==> config.mk <==
export PLATFORM = sky130hd
export DESIGN_NAME = ws2812_channel_tx
export DESIGN_NICKNAME = d
export VERILOG_FILES = /design/src/rtl/ws2812_channel_tx.sv
export SDC_FILE = /design/constraint.sdc
export NUM_CORES = 1
export LEC_CHECK = 0
export ABC_AREA = 1
export BUFFER_PORTS_ARGS = -buffer_cell sky130_fd_sc_hd__buf_4
export CORE_ASPECT_RATIO = 1.2
export CORE_MARGIN = 2
export CORE_UTILIZATION = 36
export CTS_CLUSTER_DIAMETER = 120
export CTS_CLUSTER_SIZE = 16
export DETAILED_ROUTE_END_ITERATION = 16
export PLACE_DENSITY_LB_ADDON = 0.08
export SYNTH_ARGS = -nofsm -noshare
export SYNTH_HDL_FRONTEND = slang
export SYNTH_SLANG_ARGS = --single-unit
export TNS_END_PERCENT = 30
==> constraint.sdc <==
create_clock -name i_clk -period 2.2 [get_ports i_clk]
set_input_delay 0.44 -clock i_clk [delete_from_list [all_inputs] [get_ports i_clk]]
set_output_delay 0.44 -clock i_clk [all_outputs]
set_load 0.02 [all_outputs]
==> src/rtl/ws2812_channel_tx.sv <==
// WS2812 single-channel frame transmitter.
// Reads LEDS*3 bytes from an external buffer (1-cycle read latency), serialises them MSB first as
// WS2812 bit cells of BIT_CYC clocks each, then holds the line low for RESET_CYC clocks to latch.
module ws2812_channel_tx #(
  parameter int unsigned LEDS       = 200,
  parameter int unsigned ADDR_WIDTH = $clog2(LEDS * 3),
  parameter int unsigned T0H_CYC    = 20,
  parameter int unsigned T1H_CYC    = 40,
  parameter int unsigned BIT_CYC    = 62,
  parameter int unsigned RESET_CYC  = 15000
) (
  input  logic                  i_clk,
  input  logic                  i_rst,
  input  logic                  i_start,
  output logic [ADDR_WIDTH-1:0] o_rd_addr,
  input  logic [7:0]            i_rd_data,
  output logic                  o_dout,
  output logic                  o_busy,
  output logic                  o_frame_done
);

  localparam int unsigned NumBytes = LEDS * 3;
  localparam int unsigned CycW     = $clog2(BIT_CYC);
  localparam int unsigned LatW     = (RESET_CYC > 1) ? $clog2(RESET_CYC) : 1;

  localparam logic [ADDR_WIDTH-1:0] LastByte = ADDR_WIDTH'(NumBytes - 1);
  localparam logic [ADDR_WIDTH-1:0] AddrOne  = ADDR_WIDTH'(1);
  localparam logic [ADDR_WIDTH-1:0] AddrTwo  = ADDR_WIDTH'(2);
  localparam logic [CycW-1:0]       CycOne   = CycW'(1);
  localparam logic [CycW-1:0]       CycLast  = CycW'(BIT_CYC - 1);
  localparam logic [LatW-1:0]       LatLast  = LatW'(RESET_CYC - 1);

  // Reject parameter sets that cannot produce a valid bit cell.
  if (!(T0H_CYC >= 1 && T0H_CYC < T1H_CYC && T1H_CYC < BIT_CYC && LEDS >= 1 &&
        RESET_CYC >= 1)) begin : gen_bad_params
    $error("ws2812_channel_tx: need 1 <= T0H_CYC < T1H_CYC < BIT_CYC, LEDS >= 1, RESET_CYC >= 1");
  end

  typedef enum logic [1:0] {
    StIdle,
    StPrime,
    StSend,
    StLatch
  } state_e;

  state_e                  state_q, state_d;
  logic [CycW-1:0]         cyc_q, cyc_d;     // cycle within bit cell (also PRIME step)
  logic [2:0]              bit_q, bit_d;     // bit index of current byte, 7 first
  logic [ADDR_WIDTH-1:0]   byte_q, byte_d;   // index of byte being shifted out
  logic [ADDR_WIDTH-1:0]   addr_q, addr_d;
  logic [LatW-1:0]         lat_q, lat_d;
  logic [7:0]              shreg_q, shreg_d;
  logic [7:0]              hold_q, hold_d;   // prefetched next byte
  logic                    dout_q, dout_d;
  logic                    busy_q, busy_d;
  logic                    done_q, done_d;

  // Next-state and next-output logic for the transmit FSM.
  always_comb begin
    state_d = state_q;
    cyc_d   = cyc_q;
    bit_d   = bit_q;
    byte_d  = byte_q;
    addr_d  = addr_q;
    lat_d   = lat_q;
    shreg_d = shreg_q;
    hold_d  = hold_q;
    dout_d  = 1'b0;
    done_d  = 1'b0;

    unique case (state_q)
      StIdle: begin
        if (i_start) begin
          state_d = StPrime;
          cyc_d   = '0;
          addr_d  = '0;
        end
      end

      StPrime: begin
        // Byte 0 was addressed on acceptance; it is on i_rd_data in the second cycle.
        if (cyc_q == CycOne) begin
          state_d = StSend;
          cyc_d   = '0;
          bit_d   = 3'd7;
          byte_d  = '0;
          shreg_d = i_rd_data;
          // Bit 7 of byte 0 starts now: prefetch byte 1.
          if (NumBytes > 1) begin
            addr_d = AddrOne;
          end
        end else begin
          cyc_d = cyc_q + 1'b1;
        end
      end

      StSend: begin
        // dout is registered, so the line lags the counters by exactly one cycle.
        dout_d = (32'(cyc_q) < (shreg_q[7] ? T1H_CYC : T0H_CYC));
        // Address moved at the start of bit 7; data is safely valid two edges later.
        if (bit_q == 3'd7 && cyc_q == CycOne && byte_q != LastByte) begin
          hold_d = i_rd_data;
        end
        if (cyc_q == CycLast) begin
          cyc_d = '0;
          if (bit_q == 3'd0) begin
            if (byte_q == LastByte) begin
              state_d = StLatch;
              lat_d   = '0;
              addr_d  = '0;
            end else begin
              shreg_d = hold_q;
              byte_d  = byte_q + 1'b1;
              bit_d   = 3'd7;
              if ((byte_q + AddrOne) != LastByte) begin
                addr_d = byte_q + AddrTwo;
              end
            end
          end else begin
            bit_d   = bit_q - 1'b1;
            shreg_d = {shreg_q[6:0], 1'b0};
          end
        end else begin
          cyc_d = cyc_q + 1'b1;
        end
      end

      StLatch: begin
        if (lat_q == LatLast) begin
          state_d = StIdle;
          lat_d   = '0;
          done_d  = 1'b1;
        end else begin
          lat_d = lat_q + 1'b1;
        end
      end

      default: begin
        state_d = StIdle;
      end
    endcase

    busy_d = (state_d != StIdle);
  end

  // State and output registers; synchronous reset aborts any frame immediately.
  always_ff @(posedge i_clk) begin
    if (i_rst) begin
      state_q <= StIdle;
      cyc_q   <= '0;
      bit_q   <= '0;
      byte_q  <= '0;
      addr_q  <= '0;
      lat_q   <= '0;
      shreg_q <= '0;
      hold_q  <= '0;
      dout_q  <= 1'b0;
      busy_q  <= 1'b0;
      done_q  <= 1'b0;
    end else begin
      state_q <= state_d;
      cyc_q   <= cyc_d;
      bit_q   <= bit_d;
      byte_q  <= byte_d;
      addr_q  <= addr_d;
      lat_q   <= lat_d;
      shreg_q <= shreg_d;
      hold_q  <= hold_d;
      dout_q  <= dout_d;
      busy_q  <= busy_d;
      done_q  <= done_d;
    end
  end

  assign o_rd_addr    = addr_q;
  assign o_dout       = dout_q;
  assign o_busy       = busy_q;
  assign o_frame_done = done_q;

endmodule

# After elaboration in Yosys (flattened, before gate mapping)
# Index checks and enable logic that the tools add are counted.
# Widths: inputs -> output; s select.
# word_totals
reg_bits	64
latchBits	0
ramBits	0
romBits	0
input_bits	11
output_inout_bits	13
wordCells	93
memories	0
# op_classes
n_addsub	5
n_mul	0
div	0
magnitude_cmp	1
n_eq_ne	18
n_shift	0
mux	40
bitwise_logic	2
n_reduce_logical	16
# op_table
op	count
$mux 10	10
$mux 14	4
$mux 8	4
$pmux 10 s3	1
$pmux 14 s2	1
$mux 6	4
$ne 10x10->1 const B	2
$pmux 10 s2	1
$pmux 6 s3	1
$pmux 8 s2	1
$add 14x1->14 const B	1
$eq 14x14->1 const B	1
$mux 2	6
$mux 3	4
$ne 2x2->1 const B	6
$add 10x1->10 const B	1
$add 10x2->10 const B	1
$eq 10x10->1 const B	1
$pmux 2 s4	1
$reduce_and 4->1	2
$add 6x1->6 const B	1
$eq 6x1->1 const B	1
$eq 6x6->1 const B	1
$lt 6x6->1	1
other kinds (17)	25

# Logic depth before layout (Yosys ltp)
# logic_depth
depth_word	7
mapped_depth	13
mapped_depth_nobuf	13

# Worst setup path after synthesis
# Ideal clock, no wire load.
# synth_timing
path_type	flip-flop to flip-flop
startpoint	register state_q[0]
endpoint	register addr_q[5], in the netlist o_rd_addr[5]
setup_time_ns	0.115
arrival_ns	1.612
t_required_ns	2.085
setup_slack_ns	0.473
path_stages_with_launch	13
n_path_buf	2
period_less_slack_ns	1.727
path_cell_list	dfxtp_1 > inv_1 > ha_1 > buf_2 > inv_2 > nor2_1 > nor2_2 > inv_1 > nor2_4 > buf_6 > nand3_1 > nand2_1 > nor2_1
# synth_between
elab_chain_cells	3
word_cells_on_any_way	11
classes_between	eq/ne: 7; mux: 1; reduce/logical: 3
# synth_lines
element	line_no	source
start: declaration	46	state_e state_q, state_d;
start signal: assignment	149	state_q <= StIdle;
start signal: assignment	161	state_q <= state_d;
$eq 2x2->1, or another cell as far along	71	unique case (state_q)
$ne 3x3->1 (no line), or another cell as far along	--	
$reduce_and 6->1 (no line)	--	
end signal: assignment	165	addr_q <= addr_d;
end: declaration	50	logic [ADDR_WIDTH-1:0] addr_q, addr_d;
# Several ways; a longest one is shown, not always the timed one.
# A chain may end at the register's enable or synchronous reset.

# Worst setup path in the final report
# layout_timing
startpoint	register bit_q[0]
endpoint	register addr_q[9], in the netlist o_rd_addr[9]
# layout_between
elab_chain_cells	3
# layout_lines
element	line_no	source
start: declaration	48	logic [2:0] bit_q, bit_d;
start signal: assignment	163	bit_q <= bit_d;
$logic_not 3->1	106	if (bit_q == 3'd0) begin
$ne 2x2->1 (no line)	--	
$reduce_and 6->1 (no line)	--	
# Every way passes these cells.

==> summary.json <==
{
  "layout": {
    "flip_flop_and_latch_area_um2": 1281,
    "post_route_cells_drive_above_1_share": 0.1176,
    "multi_input_comb_area_um2": 2168,
    "post_route_non_filler_standard_cell_count": 741,
    "fill_cells": 1120,
    "design_area_um2": 4394,
    "antenna_diode_count": 0,
    "finalNetCount": 638,
    "syn_to_final_growth_pct": 15.11
  },
  "clock_network": {
    "post_cts_buffers": 0,
    "clock_tree.root_cell": "sky130_fd_sc_hd__clkbuf_16",
    "cts_max_level": 3,
    "ctsHoldBuffers": 0,
    "clock_latency_ns": 0.33,
    "clock_path_buffers": 2,
    "tritoncts_buffer_count": 9,
    "cts.clk_slew.worst_paths_ns": 0.05,
    "cts-resized-gates": 0,
    "cts.sinks": 64,
    "tritoncts": "yes"
  },
  "setup_path": {
    "worst_case_register_to_register_setup_slack_ns": 0.23,
    "reg2reg_to": "o_rd_addr[9]$_SDFFE_PP0P_",
    "cell_by_cell_listing_of_the_critical_path": "inv_1 > ha_1 > inv_1 > nor2_4 > nor2_1 > nor2_2 > inv_1 > nor2_4 > nand2_2 > nor2_1 > nor2_1",
    "crit_fanout": 15,
    "end_kind": "flop",
    "timing.reg2reg.worst_path_depth": 11,
    "worst_endpoint_required_time_ns": 2.42,
    "critPathKind": "flop to flop",
    "timing.rr.start": "bit_q[0]$_SDFFE_PP0P_",
    "data_arrival_critical_path_ns": 2.19,
    "worst_setup_path_start_kind": "flop",
    "cp_slowest_stage_delay_ns": 0.32,
    "critical-path-slowest-cell": "sky130_fd_sc_hd__dfxtp_1"
  },
  "synth": {
    "synth_largest_area_cell": "sky130_fd_sc_hd__dfxtp_1",
    "post_synth_main_area_contributors": "sky130_fd_sc_hd__dfxtp_1 34%, sky130_fd_sc_hd__nand2_1 12%, sky130_fd_sc_hd__nor2_1 8.8%",
    "post_synth_inst_count": 583,
    "yosys.cell_count.top_type": "sky130_fd_sc_hd__nand2_1",
    "synth_cell_type_count": 39,
    "ys_ff_latch": 64,
    "synth_edf_count": 0,
    "synthDominantCellAreaShare": 0.3356,
    "synth_area_per_cell_um2": 6.548,
    "synth.net_count": 611,
    "asyncSetResetFlopFracSynth": 0,
    "netlist_area_um2": 3817,
    "synth_seq_area_share": 0.3356,
    "yosys_warnings": 0,
    "yosys_most_used_dff": "sky130_fd_sc_hd__dfxtp_1",
    "ys_top_cells_by_count": "127 x sky130_fd_sc_hd__nand2_1, 89 x sky130_fd_sc_hd__nor2_1, 67 x sky130_fd_sc_hd__inv_1"
  },
  "global_routing": {
    "globalRouteMet3Util": 0.04454,
    "top_usage_layer": "met2",
    "grt_util_met1": 0.2236,
    "initial_antenna_violation_count": 0,
    "global_route.overflow_total": 0,
    "first_global_vias": 3503,
    "pin_count_of_the_biggest_net_entering_global_routing": 26,
    "gr-usage-all-layers": 0.1804,
    "met2_usage": 0.3014,
    "grt_pass1_wl_mm": 16.60
  },
  "detailed_routing": {
    "detail_route.vias_per_cell": 4.987,
    "detail_route.first_pass.iterations": 4,
    "routed-via-count": 3695,
    "ant_nets": 0,
    "initialDrtViolationCount": 158,
    "drc_errors": 0,
    "wire_per_inst_um": 13.23,
    "drt-total-wl_mm": 9.806
  },
  "floorplanning": {
    "chipWidth_um": 98.01,
    "die_y_um": 116.8,
    "floorplan.initialDensity": 0.3666,
    "top_level_ports": 24,
    "standard_cell_row_count": 41,
    "die_area_um2": 11450,
    "core_region_area_um2": 10410
  },
  "sta": {
    "fin_setup_tns_ns": 0,
    "postLayoutSetupSlackWorst_ns": 0.2332,
    "tightest_slew_ns": 0.4475,
    "final_hold_viol_count": 0,
    "finalMaxSlewViolations": 0,
    "final-setup-viol-count": 0,
    "maxSlewHeadroom": 0.6994,
    "finalCritPeriodShare": 0.8940,
    "final.min_clock_period_ns": 1.967,
    "fmax_mhz": 508.4,
    "final_worst_clock_skew_ns": 0.003668,
    "rsz0062_at_grt": "false"
  },
  "place": {
    "hpwlAfterDp_mm": 7.162,
    "dp_worst_setup_slack_ns": 0.09368,
    "globalplace.congestion": 0.9189,
    "place_inst": 728,
    "placed_cell_area_um2": 4123,
    "port_buffers": 23
  },
  "power": {
    "cellLeakagePower_nw": 1.904,
    "worst_ir_drop_vdd_uv": 287.8,
    "post_route_total_power_mw": 3.083,
    "power_density_over_the_cells_nw_per_um2": 701.6
  },
  "flow_run": {
    "number_of_max_cap_violations": 0
  },
  "hold_path": {
    "holdPathStages": 3,
    "hold_class": "input pin to flop",
    "hold_path_startpoint": "i_rd_data[0]",
    "timing.hold.worst_endpoint": "hold_q[0]$_SDFFE_PP0P_"
  },
  "run_status": {
    "status": "completed"
  }
}
-- worst max path at each step --
stage	start	end	slack, ns	cells past startpoint
detailed placement	bit_q[0]$_SDFFE_PP0P_	lat_q[9]$_SDFFE_PP0P_	0.09	12
floorplan	state_q[0]$_SDFF_PP0_	o_rd_addr[5]$_SDFFE_PP0P_	0.47	12
CTS	state_q[0]$_SDFF_PP0_	lat_q[9]$_SDFFE_PP0P_	0.08	10
global placement	state_q[1]$_SDFF_PP0_	lat_q[9]$_SDFFE_PP0P_	0.11	9
finish	bit_q[0]$_SDFFE_PP0P_	o_rd_addr[9]$_SDFFE_PP0P_	0.23	11
global route	bit_q[0]$_SDFFE_PP0P_	lat_q[7]$_SDFFE_PP0P_	0.01	11
-- worst max-delay path: cells and delay by family, from the launching register on --
family                   cells  cell delay [ns]
adder cells (fa/ha/maj)      1             0.15
buffers and inverters        3             0.27
flip-flops                   1             0.32
AND/OR/NAND/NOR              7             1.11
-- registers in the layout, indices dropped and copies added (netlist names), 2 cells and up --
register,count
lat_q,14
o_rd_addr,10
hold_q,8
byte_q,10
bit_q,3
cyc_q,6
state_q,2
shreg_q,8
-- cell type report --
| class | instances | area share |
|---|---|---|
| Multi-Input combinational cell | 430 | 0.4935 |
| Sequential cell | 64 | 0.2916 |
| Inverter | 71 | 0.06065 |
| Clock buffer | 12 | 0.05837 |
| Timing Repair Buffer | 34 | 0.05809 |
| Tap cell | 129 | 0.03673 |
| Clock inverter | 1 | 0.001139 |
-- logic make-up after synthesis --
logic type	Yosys count	share of synthesized area
and+or+nand+nor	317	0.3714
AOI/OAI and AO/OA	89	0.1223
buffers and inverters	89	0.09898
DFF	64	0.3356
adders and majority gates	17	0.05572
xor gates and xnor gates	7	0.01606
-- placed cells by master (no fill, tap or decap), drive strengths merged, types with 2 or more instances in the layout --
cell type / instances
clkinv: 2
nand3b: 2
or2: 4
and3: 3
inv: 70
ha: 17
a21oi: 37
nand4: 14
dfxtp: 64
o21ai: 45
buf: 34
nor4: 2
o21a: 2
nand2: 132
xor2: 6
nor2: 96
nor3: 12
nand3: 51
clkbuf: 12
-- where the power goes --
group          total (mW)  internal, mW  leakage (nW)  switching [mW]
Clock                1.28         0.802         0.130           0.483
Sequential           1.29          1.23         0.521          0.0596
Combinational       0.509         0.185          1.25           0.324
Total                3.08          2.22          1.90           0.866
-- layer usage --
layer	vias up	routed length [um]	share of wire
li1	1937	-	-
met1	1677	4610	0.47
met2	62	4593	0.47
met3	19	363	0.037
met4	0	239	0.024
met5	-	0	0
-- through the flow --
step | hold slack [ns] | utilization
2_1_floorplan | 0.4378 | -
3_3_place_gp | 0.4467 | 0.3959
3_5_place_dp | 0.4531 | 0.3959
4_1_cts | 0.3670 | 0.4210
5_1_grt | 0.3828 | 0.4220
6_report | 0.3743 | 0.4220
Power figures use the tool's default switching activity.
